==> config.mk <==
export PLATFORM = sky130hd
export DESIGN_NAME = depipe
export DESIGN_NICKNAME = d
export VERILOG_FILES = /design/src/rtl/depipe_pkg.sv /design/src/rtl/depipe_pipe_reg.sv /design/src/rtl/depipe.sv
export SDC_FILE = /design/constraint.sdc
export NUM_CORES = 1
export LEC_CHECK = 0
export ABC_CLOCK_PERIOD_IN_PS = 800
export CAP_MARGIN = 20
export CELL_PAD_IN_SITES_DETAIL_PLACEMENT = 1
export CELL_PAD_IN_SITES_GLOBAL_PLACEMENT = 1
export CORE_MARGIN = 2
export CORE_UTILIZATION = 29
export CTS_CLUSTER_DIAMETER = 30
export CTS_CLUSTER_SIZE = 16
export DETAILED_ROUTE_END_ITERATION = 16
export HOLD_SLACK_MARGIN = 0.08
export PLACE_DENSITY = 0.85
export SYNTH_ARGS = -nofsm -noshare
export SYNTH_HDL_FRONTEND = slang
export SYNTH_SLANG_ARGS = --single-unit
==> constraint.sdc <==
create_clock -name clk -period 0.8 [get_ports clk]
set_input_delay 0.12 -clock clk [delete_from_list [all_inputs] [get_ports clk]]
set_output_delay 0.12 -clock clk [all_outputs]
set_load 0.02 [all_outputs]
==> src/rtl/depipe_pkg.sv <==
// Shared widths and control-bundle types for the Decode-to-Execute register.
// Latency: n/a (types and constants only).
// Backpressure: n/a.
package depipe_pkg;

    localparam int DATA_W_DEF = 32;
    localparam int CTRL_W_DEF = 4;

    // Single-bit Decode control flags, in the order they travel down the pipe.
    typedef struct packed {
        logic pcload;
        logic regw;
        logic memw;
        logic regmem;
        logic branch;
        logic alu_ope;
        logic flag;
    } ctrl_flags_t;

    // Full control bundle at the default control width.
    typedef struct packed {
        ctrl_flags_t               flags;
        logic [CTRL_W_DEF-1:0]     alu_ctrl;
        logic [CTRL_W_DEF-1:0]     reg_scr;
    } ctrl_t;

    localparam int CTRL_FLAGS_W = $bits(ctrl_flags_t);

endpackage

==> src/rtl/depipe_pipe_reg.sv <==
// Generic pipeline flop with async clear and synchronous flush-to-zero.
// Latency: 1 clock from d to q.
// Backpressure: none; captures on every rising edge, flush inserts a zero bubble.
module pipe_reg #(
    parameter int W = 1
) (
    input  logic         clk,
    input  logic         rst_n,
    input  logic         flush,
    input  logic [W-1:0] d,
    output logic [W-1:0] q
);

    // Reset clears immediately and dominates flush; flush beats normal capture.
    always_ff @(posedge clk or negedge rst_n) begin
        if (!rst_n) begin
            q <= '0;
        end else if (flush) begin
            q <= '0;
        end else begin
            q <= d;
        end
    end

endmodule

==> src/rtl/depipe.sv <==
// Decode-to-Execute pipeline register; flush turns the Execute stage into a NOP.
// Latency: 1 clock, all outputs straight from flops.
// Backpressure: none; no stall input, a new Decode word is taken every edge.
module depipe
    import depipe_pkg::*;
#(
    parameter int DATA_W = DATA_W_DEF,
    parameter int CTRL_W = CTRL_W_DEF
) (
    input  logic              clk,
    input  logic              rst_n,
    input  logic              flush_E,

    input  logic              pcload_D,
    input  logic              regw_D,
    input  logic              memw_D,
    input  logic              regmem_D,
    input  logic              branch_D,
    input  logic              ALUope_D,
    input  logic              flag_D,
    input  logic [CTRL_W-1:0] ALUctrl_D,
    input  logic [CTRL_W-1:0] regScr_D,
    input  logic [DATA_W-1:0] regA_D,
    input  logic [DATA_W-1:0] regB_D,
    input  logic [DATA_W-1:0] inm_D,

    output logic              pcload_E,
    output logic              regw_E,
    output logic              memw_E,
    output logic              regmem_E,
    output logic              branch_E,
    output logic              ALUope_E,
    output logic              flag_E,
    output logic [CTRL_W-1:0] ALUctrl_E,
    output logic [CTRL_W-1:0] regScr_E,
    output logic [DATA_W-1:0] regA_E,
    output logic [DATA_W-1:0] regB_E,
    output logic [DATA_W-1:0] inm_E
);

    ctrl_flags_t             flags_d;
    ctrl_flags_t             flags_q;
    logic [2*CTRL_W-1:0]     code_d;
    logic [2*CTRL_W-1:0]     code_q;
    logic [3*DATA_W-1:0]     data_d;
    logic [3*DATA_W-1:0]     data_q;

    // Gather the Decode-side flags into the shared flag bundle.
    always_comb begin
        flags_d         = '0;
        flags_d.pcload  = pcload_D;
        flags_d.regw    = regw_D;
        flags_d.memw    = memw_D;
        flags_d.regmem  = regmem_D;
        flags_d.branch  = branch_D;
        flags_d.alu_ope = ALUope_D;
        flags_d.flag    = flag_D;
    end

    assign code_d = {ALUctrl_D, regScr_D};
    assign data_d = {regA_D, regB_D, inm_D};

    pipe_reg #(.W(CTRL_FLAGS_W)) u_flags_reg (
        .clk   (clk),
        .rst_n (rst_n),
        .flush (flush_E),
        .d     (flags_d),
        .q     (flags_q)
    );

    pipe_reg #(.W(2*CTRL_W)) u_code_reg (
        .clk   (clk),
        .rst_n (rst_n),
        .flush (flush_E),
        .d     (code_d),
        .q     (code_q)
    );

    pipe_reg #(.W(3*DATA_W)) u_data_reg (
        .clk   (clk),
        .rst_n (rst_n),
        .flush (flush_E),
        .d     (data_d),
        .q     (data_q)
    );

    assign pcload_E  = flags_q.pcload;
    assign regw_E    = flags_q.regw;
    assign memw_E    = flags_q.memw;
    assign regmem_E  = flags_q.regmem;
    assign branch_E  = flags_q.branch;
    assign ALUope_E  = flags_q.alu_ope;
    assign flag_E    = flags_q.flag;

    assign ALUctrl_E = code_q[2*CTRL_W-1:CTRL_W];
    assign regScr_E  = code_q[CTRL_W-1:0];

    assign regA_E    = data_q[3*DATA_W-1:2*DATA_W];
    assign regB_E    = data_q[2*DATA_W-1:DATA_W];
    assign inm_E     = data_q[DATA_W-1:0];

endmodule

==> results of run 1 <==
kinds of logic (layout without fill, tap and decap cells):
group	count (synthesis)	after routing	share of synthesized area
flops	111	111	0.7858
buf+inv	12	254	0.01770
simple gates	111	111	0.1965
power groups by stage:
stage / Clock, W / Sequential [W] / Combinational [W]
floorplan: 0 / 0.00646 / 0.000268
global placement: 0 / 0.00607 / 0.00200
detailed placement: 0 / 0.00609 / 0.00205
CTS: 0.00460 / 0.00604 / 0.00212
global route: 0.00484 / 0.00606 / 0.00222
finish: 0.00448 / 0.00604 / 0.00208
repair_timing:
item | in CTS | in global routing
endpoints found under the setup margin | 111 | 111
hold endpoints to repair | 114 | 0
resized for setup | 666 | 0
hold buffers | 2 | 0
path summary, 6_finish.rpt:
path	startpoint	to	depth (start not counted)	slack (ns)
max in group asynchronous	rst_n	u_data_reg.q[42]	3	0.18
hold / removal	rst_n	u_data_reg.q[54]	2	0.17
min in group clk	flush_E	u_data_reg.q[72]	3	0.17
setup / recovery	u_data_reg.q[25]	inm_E[25]	1	-0.20
sequential cells by signal, indices dropped and copies added (netlist names):
| register | flops |
|---|---|
| u_data_reg.q | 96 |
| u_flags_reg.q | 7 |
| u_code_reg.q | 8 |
layout make-up:
type                            instances  share of cell area
Sequential cell                       111              0.4267
Timing Repair Buffer                  238              0.3934
Multi-Input combinational cell        111              0.1067
Clock buffer                           13             0.03844
Tap cell                              147             0.02825
Clock inverter                          3            0.006535
routing by layer:
| metal | vias to the layer above | wire, µm | track usage |
|---|---|---|---|
| met5 | - | 0 | 0 |
| met4 | 0 | 368 | 0.08780 |
| met3 | 24 | 730 | 0.03864 |
| met2 | 134 | 5562 | 0.2927 |
| met1 | 1263 | 3837 | 0.1823 |
| li1 | 1168 | - | - |
layout by cell type, fill, tap and decap left out, drive strengths merged:
cell,count
bufinv,1
clkbuf,13
clkinvlp,1
clkdlybuf4s50,111
nor2b,111
clkinv,1
dlygate4sd3,2
dfrtp,111
buf,125
metrics by stage:
| step | TNS (ns) | cells | hold slack [ns] | util | cell area [µm²] |
|---|---|---|---|---|---|
| final | -18.85 | 623 | 0.1661 | 0.5442 | 6510 |
| after global routing | -22.24 | 623 | 0.1764 | 0.5442 | 6510 |
| after CTS | -20.94 | 623 | 0.1494 | 0.5442 | 6510 |
| after detailed placement | -26.29 | 605 | -0.01487 | 0.5065 | 6058 |
| after global placement | -25.17 | 605 | -0.01693 | 0.5065 | 6058 |
| after floorplan | 0 | 234 | -0.1756 | - | 3535 |
==> impl_metrics.csv, run 1 <==
group,metric,value,unit
floorplan,die_w,114.4,µm
logic_synthesis,ys_warn_count,0,
floorplan,std_cell_rows,40,
setup_path,crit_fanout,1,
logic_synthesis,postSynthAreaPerCell,15.11,µm²
timing,slew_headroom,0.8503,
final_layout,nFillCells,1207,
floorplan,die_h,114.4,µm
setup_path,path_delay_family,"flip-flops",
detailed_routing,drtIter0Drc,50,
setup_path,crit_path_start_kind,"flop",
logic_synthesis,yosysSeqAreaShare,0.7858,
timing,worst_pin_slew,0.2246,ns
floorplan,dieArea,13090,µm²
timing,rsz0062_at_grt,"true",
floorplan,coreArea,11960,µm²
floorplan,io_pins,225,
status,status,"finished with violations",
power_and_ir_drop,p_per_area,1935,nW/µm²
detailed_routing,firstDrtPassIters,4,
setup_path,crit_buf_inv,1,
power_and_ir_drop,p_seq_frac,0.479,
final_layout,antenna_cells,0,
final_layout,multi_input_area,694.4,µm²
logic_synthesis,synth_flop_cell,"dfrtp_1",
detailed_routing,drtAntennaViolNets,0,
setup_path,critPathArrivalTime,0.88,ns
logic_synthesis,yosys.area.top_type,"dfrtp_1",
clocking,htreeDepth,3,
logic_synthesis,synth_cell_type_count,4,
final_layout,seqCellArea,2778,µm²
logic_synthesis,synth_top_area_frac,0.7858,
power_and_ir_drop,p_leak,3.027,nW
global_route,grt-ovfl-total,0,
power_and_ir_drop,netSwitchingPower,0.002961,W
setup_path,max_stage_delay,0.40,ns
clocking,clkTransAtPathRegs,0.07,ns
global_route,groute.usage.overall,0.1648,
setup_path,worstPathCellList,"buf_6",
power_and_ir_drop,p_sw_frac,0.2350,
power_and_ir_drop,power,0.01260,W
setup_path,crit_path_top_delay_cell,"dfrtp_1",
logic_synthesis,synthArstFlopShare,1.000,
timing,min_period,0.9997,ns
min_path,min_path_type,"input port to async pin",
logic_synthesis,synth_cells,234,
timing,fmax,1000,MHz
setup_path,cp.required,0.68,ns
clocking,post_cts_buffers,0,
final_layout,fin_nets,585,
timing,slew_viol_final,0,
logic_synthesis,syn-num-nets,348,
clocking,cts.path.max_buffers,2,
clocking,root_buffer,"clkbuf_16",
timing,setup_violations,111,
logic_synthesis,netlist_area,3535,µm²
clocking,cts_buffers,9,
global_route,grt_pass1_wl,16.14,mm
power_and_ir_drop,max-vdd-ir-drop,1.099,mV
detailed_routing,wl,10.50,mm
global_route,grt_pass1_vias,3031,
timing,fin_ws,-0.1997,ns
logic_synthesis,synth_common_cells,"dfrtp_1, nor2b_1, buf_2",
power_and_ir_drop,power.internal,0.009636,W
global_route,grt_max_degree,40,
power_and_ir_drop,power_frac_comb,0.165,
detailed_routing,vias,2589,
setup_path,path_class,"flop to output port",
timing,finalHoldViolations,0,
placed_design,routabilityCongestion,0.7439,
job,drv_cap,0,
setup_path,end_kind,"output port",
floorplan,initial_core_util,0.2955,
logic_synthesis,synth_edf_count,0,
detailed_routing,wl_per_cell,16.85,µm
timing,fin_crit_sh,1.250,
global_route,antenna_found_initial,0,
final_layout,drive_gt1_frac,0.2899,
placed_design,dpl.hpwl,7.987,mm
power_and_ir_drop,clock_power_share,0.355,
placed_design,portBuffers,224,
logic_synthesis,ys_ff_latch,111,
logic_synthesis,synth_area_leaders,"dfrtp_1, nor2b_1, buf_2",
final_layout,area_growth,84.18,%
clocking,cts_tree,"built",
detailed_routing,route.detailed.drc,0,
clocking,cts.sinks,111,
placed_design,pre_cts_ws,-0.2808,ns
detailed_routing,via_per_inst,4.156,
status,violations,"negative setup slack",
Note: power is estimated with default switching activity, not from simulation.
==> run 2: changes to the inputs <==
CORE_MARGIN = default   (was 2)
CORE_UTILIZATION = 27   (was 29)
PLACE_DENSITY = 0.8   (was 0.85)
==> run 2 against run 1 <==
  * The run still ends with negative setup slack left
  * Utilization shrank 2.9 points
  * Critical path depth is the same
  * Count of clock-buffer cells in the layout shrank 1
  * Die area grew 3.6%
  * Largest power group unchanged
==> impl_metrics.csv, run 2 (synthesis results as in run 1) <==
group,metric,value,unit
status,status,"finished with violations",
status,violations,"negative setup slack",
placed_design,portBuffers,224,
final_layout,fin_util,0.5154,
clocking,cts_buffers,9,
final_layout,multi_input_area,694.4,µm²
timing,fin_crit_sh,1.247,
placed_design,placed_area,6082,µm²
floorplan,dieArea,13550,µm²
power_and_ir_drop,clock_power_share,0.357,
clocking,clkTransAtPathRegs,0.07,ns
timing,worst_pin_slew,0.2777,ns
detailed_routing,drtAntennaViolNets,0,
power_and_ir_drop,power.internal,0.009691,W
setup_path,end_kind,"output port",
final_layout,fin_nets,583,
timing,min_period,0.9975,ns
placed_design,routabilityCongestion,0.7088,
setup_path,path_delay_family,"flip-flops",
detailed_routing,route.detailed.drc,0,
final_layout,fin_area,6530,µm²
global_route,grt_pass1_wl,15.55,mm
floorplan,initial_core_util,0.2790,
min_path,min_path_type,"input port to flop",
timing,rsz0062_at_grt,"true",
final_layout,drive_gt1_frac,0.2918,
clocking,cts_tree,"built",
detailed_routing,vias,2549,
global_route,groute.usage.overall,0.1595,
floorplan,coreArea,12670,µm²
final_layout,reg_top3,"u_data_reg.q x96, u_code_reg.q x8, u_flags_reg.q x7",
floorplan,die_h,116.4,µm
timing,fmax,1002,MHz
final_layout,largest_register,"u_data_reg.q",
setup_path,crit_buf_inv,1,
timing,fin_ws,-0.1975,ns
floorplan,io_pins,225,
placed_design,dpl.hpwl,8.106,mm
detailed_routing,wl,10.55,mm
detailed_routing,via_per_inst,3.952,
timing,slew_viol_final,0,
detailed_routing,firstDrtPassIters,3,
setup_path,crit_path_top_delay_cell,"dfrtp_1",
power_and_ir_drop,p_per_area,1932,nW/µm²
clocking,htreeDepth,3,
min_path,holdPathEnd,"u_data_reg.q[31]",
power_and_ir_drop,p_sw_frac,0.2317,
power_and_ir_drop,power,0.01261,W
floorplan,std_cell_rows,41,
floorplan,die_w,116.4,µm
timing,finalSetupTns,-19.18,ns
timing,slew_headroom,0.8149,
setup_path,cp.required,0.68,ns
power_and_ir_drop,power_frac_comb,0.165,
setup_path,max_stage_delay,0.39,ns
power_and_ir_drop,netSwitchingPower,0.002923,W
setup_path,crit_fanout,1,
setup_path,critPathArrivalTime,0.88,ns
final_layout,seqCellArea,2778,µm²
clocking,root_buffer,"clkbuf_16",
final_layout,nFillCells,1293,
clocking,cts.path.max_buffers,2,
setup_path,worstPathCellList,"buf_6",
timing,setup_violations,111,
final_layout,antenna_cells,0,
detailed_routing,drtIter0Drc,76,
power_and_ir_drop,max-vdd-ir-drop,0.8311,mV
setup_path,crit_path_start_kind,"flop",
global_route,antenna_found_initial,0,
power_and_ir_drop,p_leak,3.023,nW
placed_design,pre_cts_ws,-0.2830,ns
clocking,post_cts_buffers,0,
setup_path,path_class,"flop to output port",
min_path,min_path_cells,2,
global_route,grt-ovfl-total,0,
clocking,cts.sinks,111,
final_layout,layout_common_cells,"nor2b_1, clkdlybuf4s50_1, buf_6, dfrtp_1, clkbuf_16",
min_path,worstHoldStart,"flush_E",
detailed_routing,wl_per_cell,16.36,µm
final_layout,area_growth,84.74,%
job,drv_cap,0,
final_layout,largest_reg_flops,96,
global_route,grt_max_degree,40,
global_route,grt_pass1_vias,2912,
power_and_ir_drop,p_seq_frac,0.478,
timing,finalHoldViolations,0,
==> run 2: cell count changes in the layout (fill, tap and decap cells not counted), sizes merged <==
cell,change
buf,-1
dlygate4sd3,-1
clkbuf,-1
==> run 2: final cells by class <==
class | instances | area share
clock buffer | 12 | 0.03928
clock inverter | 3 | 0.006515
multi-input combinational | 111 | 0.1063
sequential | 111 | 0.4254
tap | 172 | 0.03296
timing repair buffer | 236 | 0.3895
==> run 2: worst max path at each step <==
| stage | depth (start not counted) | startpoint | end |
|---|---|---|---|
| 6_report | 1 | u_data_reg.q[87] | regA_E[23] |
| 5_1_grt | 1 | u_data_reg.q[61] | regB_E[29] |
| 4_1_cts | 1 | u_data_reg.q[87] | regA_E[23] |
| 2_1_floorplan | 3 | flush_E | u_data_reg.q[0] |
| 3_3_place_gp | 1 | u_data_reg.q[2] | inm_E[2] |
| 3_5_place_dp | 1 | u_data_reg.q[87] | regA_E[23] |
==> run 2: power groups by stage <==
stage / Clock (W) / Combinational [W] / Sequential, W
detailed placement: 0 / 0.00205 / 0.00608
CTS: 0.00467 / 0.00212 / 0.00604
global route: 0.00484 / 0.00222 / 0.00605
global placement: 0 / 0.00201 / 0.00607
finish: 0.00450 / 0.00208 / 0.00603
floorplan: 0 / 0.000268 / 0.00646
==> run 2: timing repair <==
| item | 4_1_cts | 5_1_grt |
|---|---|---|
| endpoints found under the hold margin | 111 | 0 |
| gates cloned | 0 | 0 |
| resized for setup | 667 | 0 |
| hold buffers | 1 | 0 |
| setup endpoints to repair | 111 | 111 |
==> run 2: through the flow <==
| stage | hold WS (ns) | cells |
|---|---|---|
| 2_1_floorplan | -0.1756 | 234 |
| 3_3_place_gp | 0.02682 | 629 |
| 3_5_place_dp | 0.02400 | 629 |
| 4_1_cts | 0.1283 | 645 |
| 5_1_grt | 0.1457 | 645 |
| 6_report | 0.1419 | 645 |
==> run 2: routing by layer <==
metal  up-vias  wire length (µm)  track usage
met5         -                 0            0
met4         0               270      0.08547
met3        17               755      0.04774
met2       112              5856       0.2919
met1      1252              3672       0.1628
li1       1168                 -            -
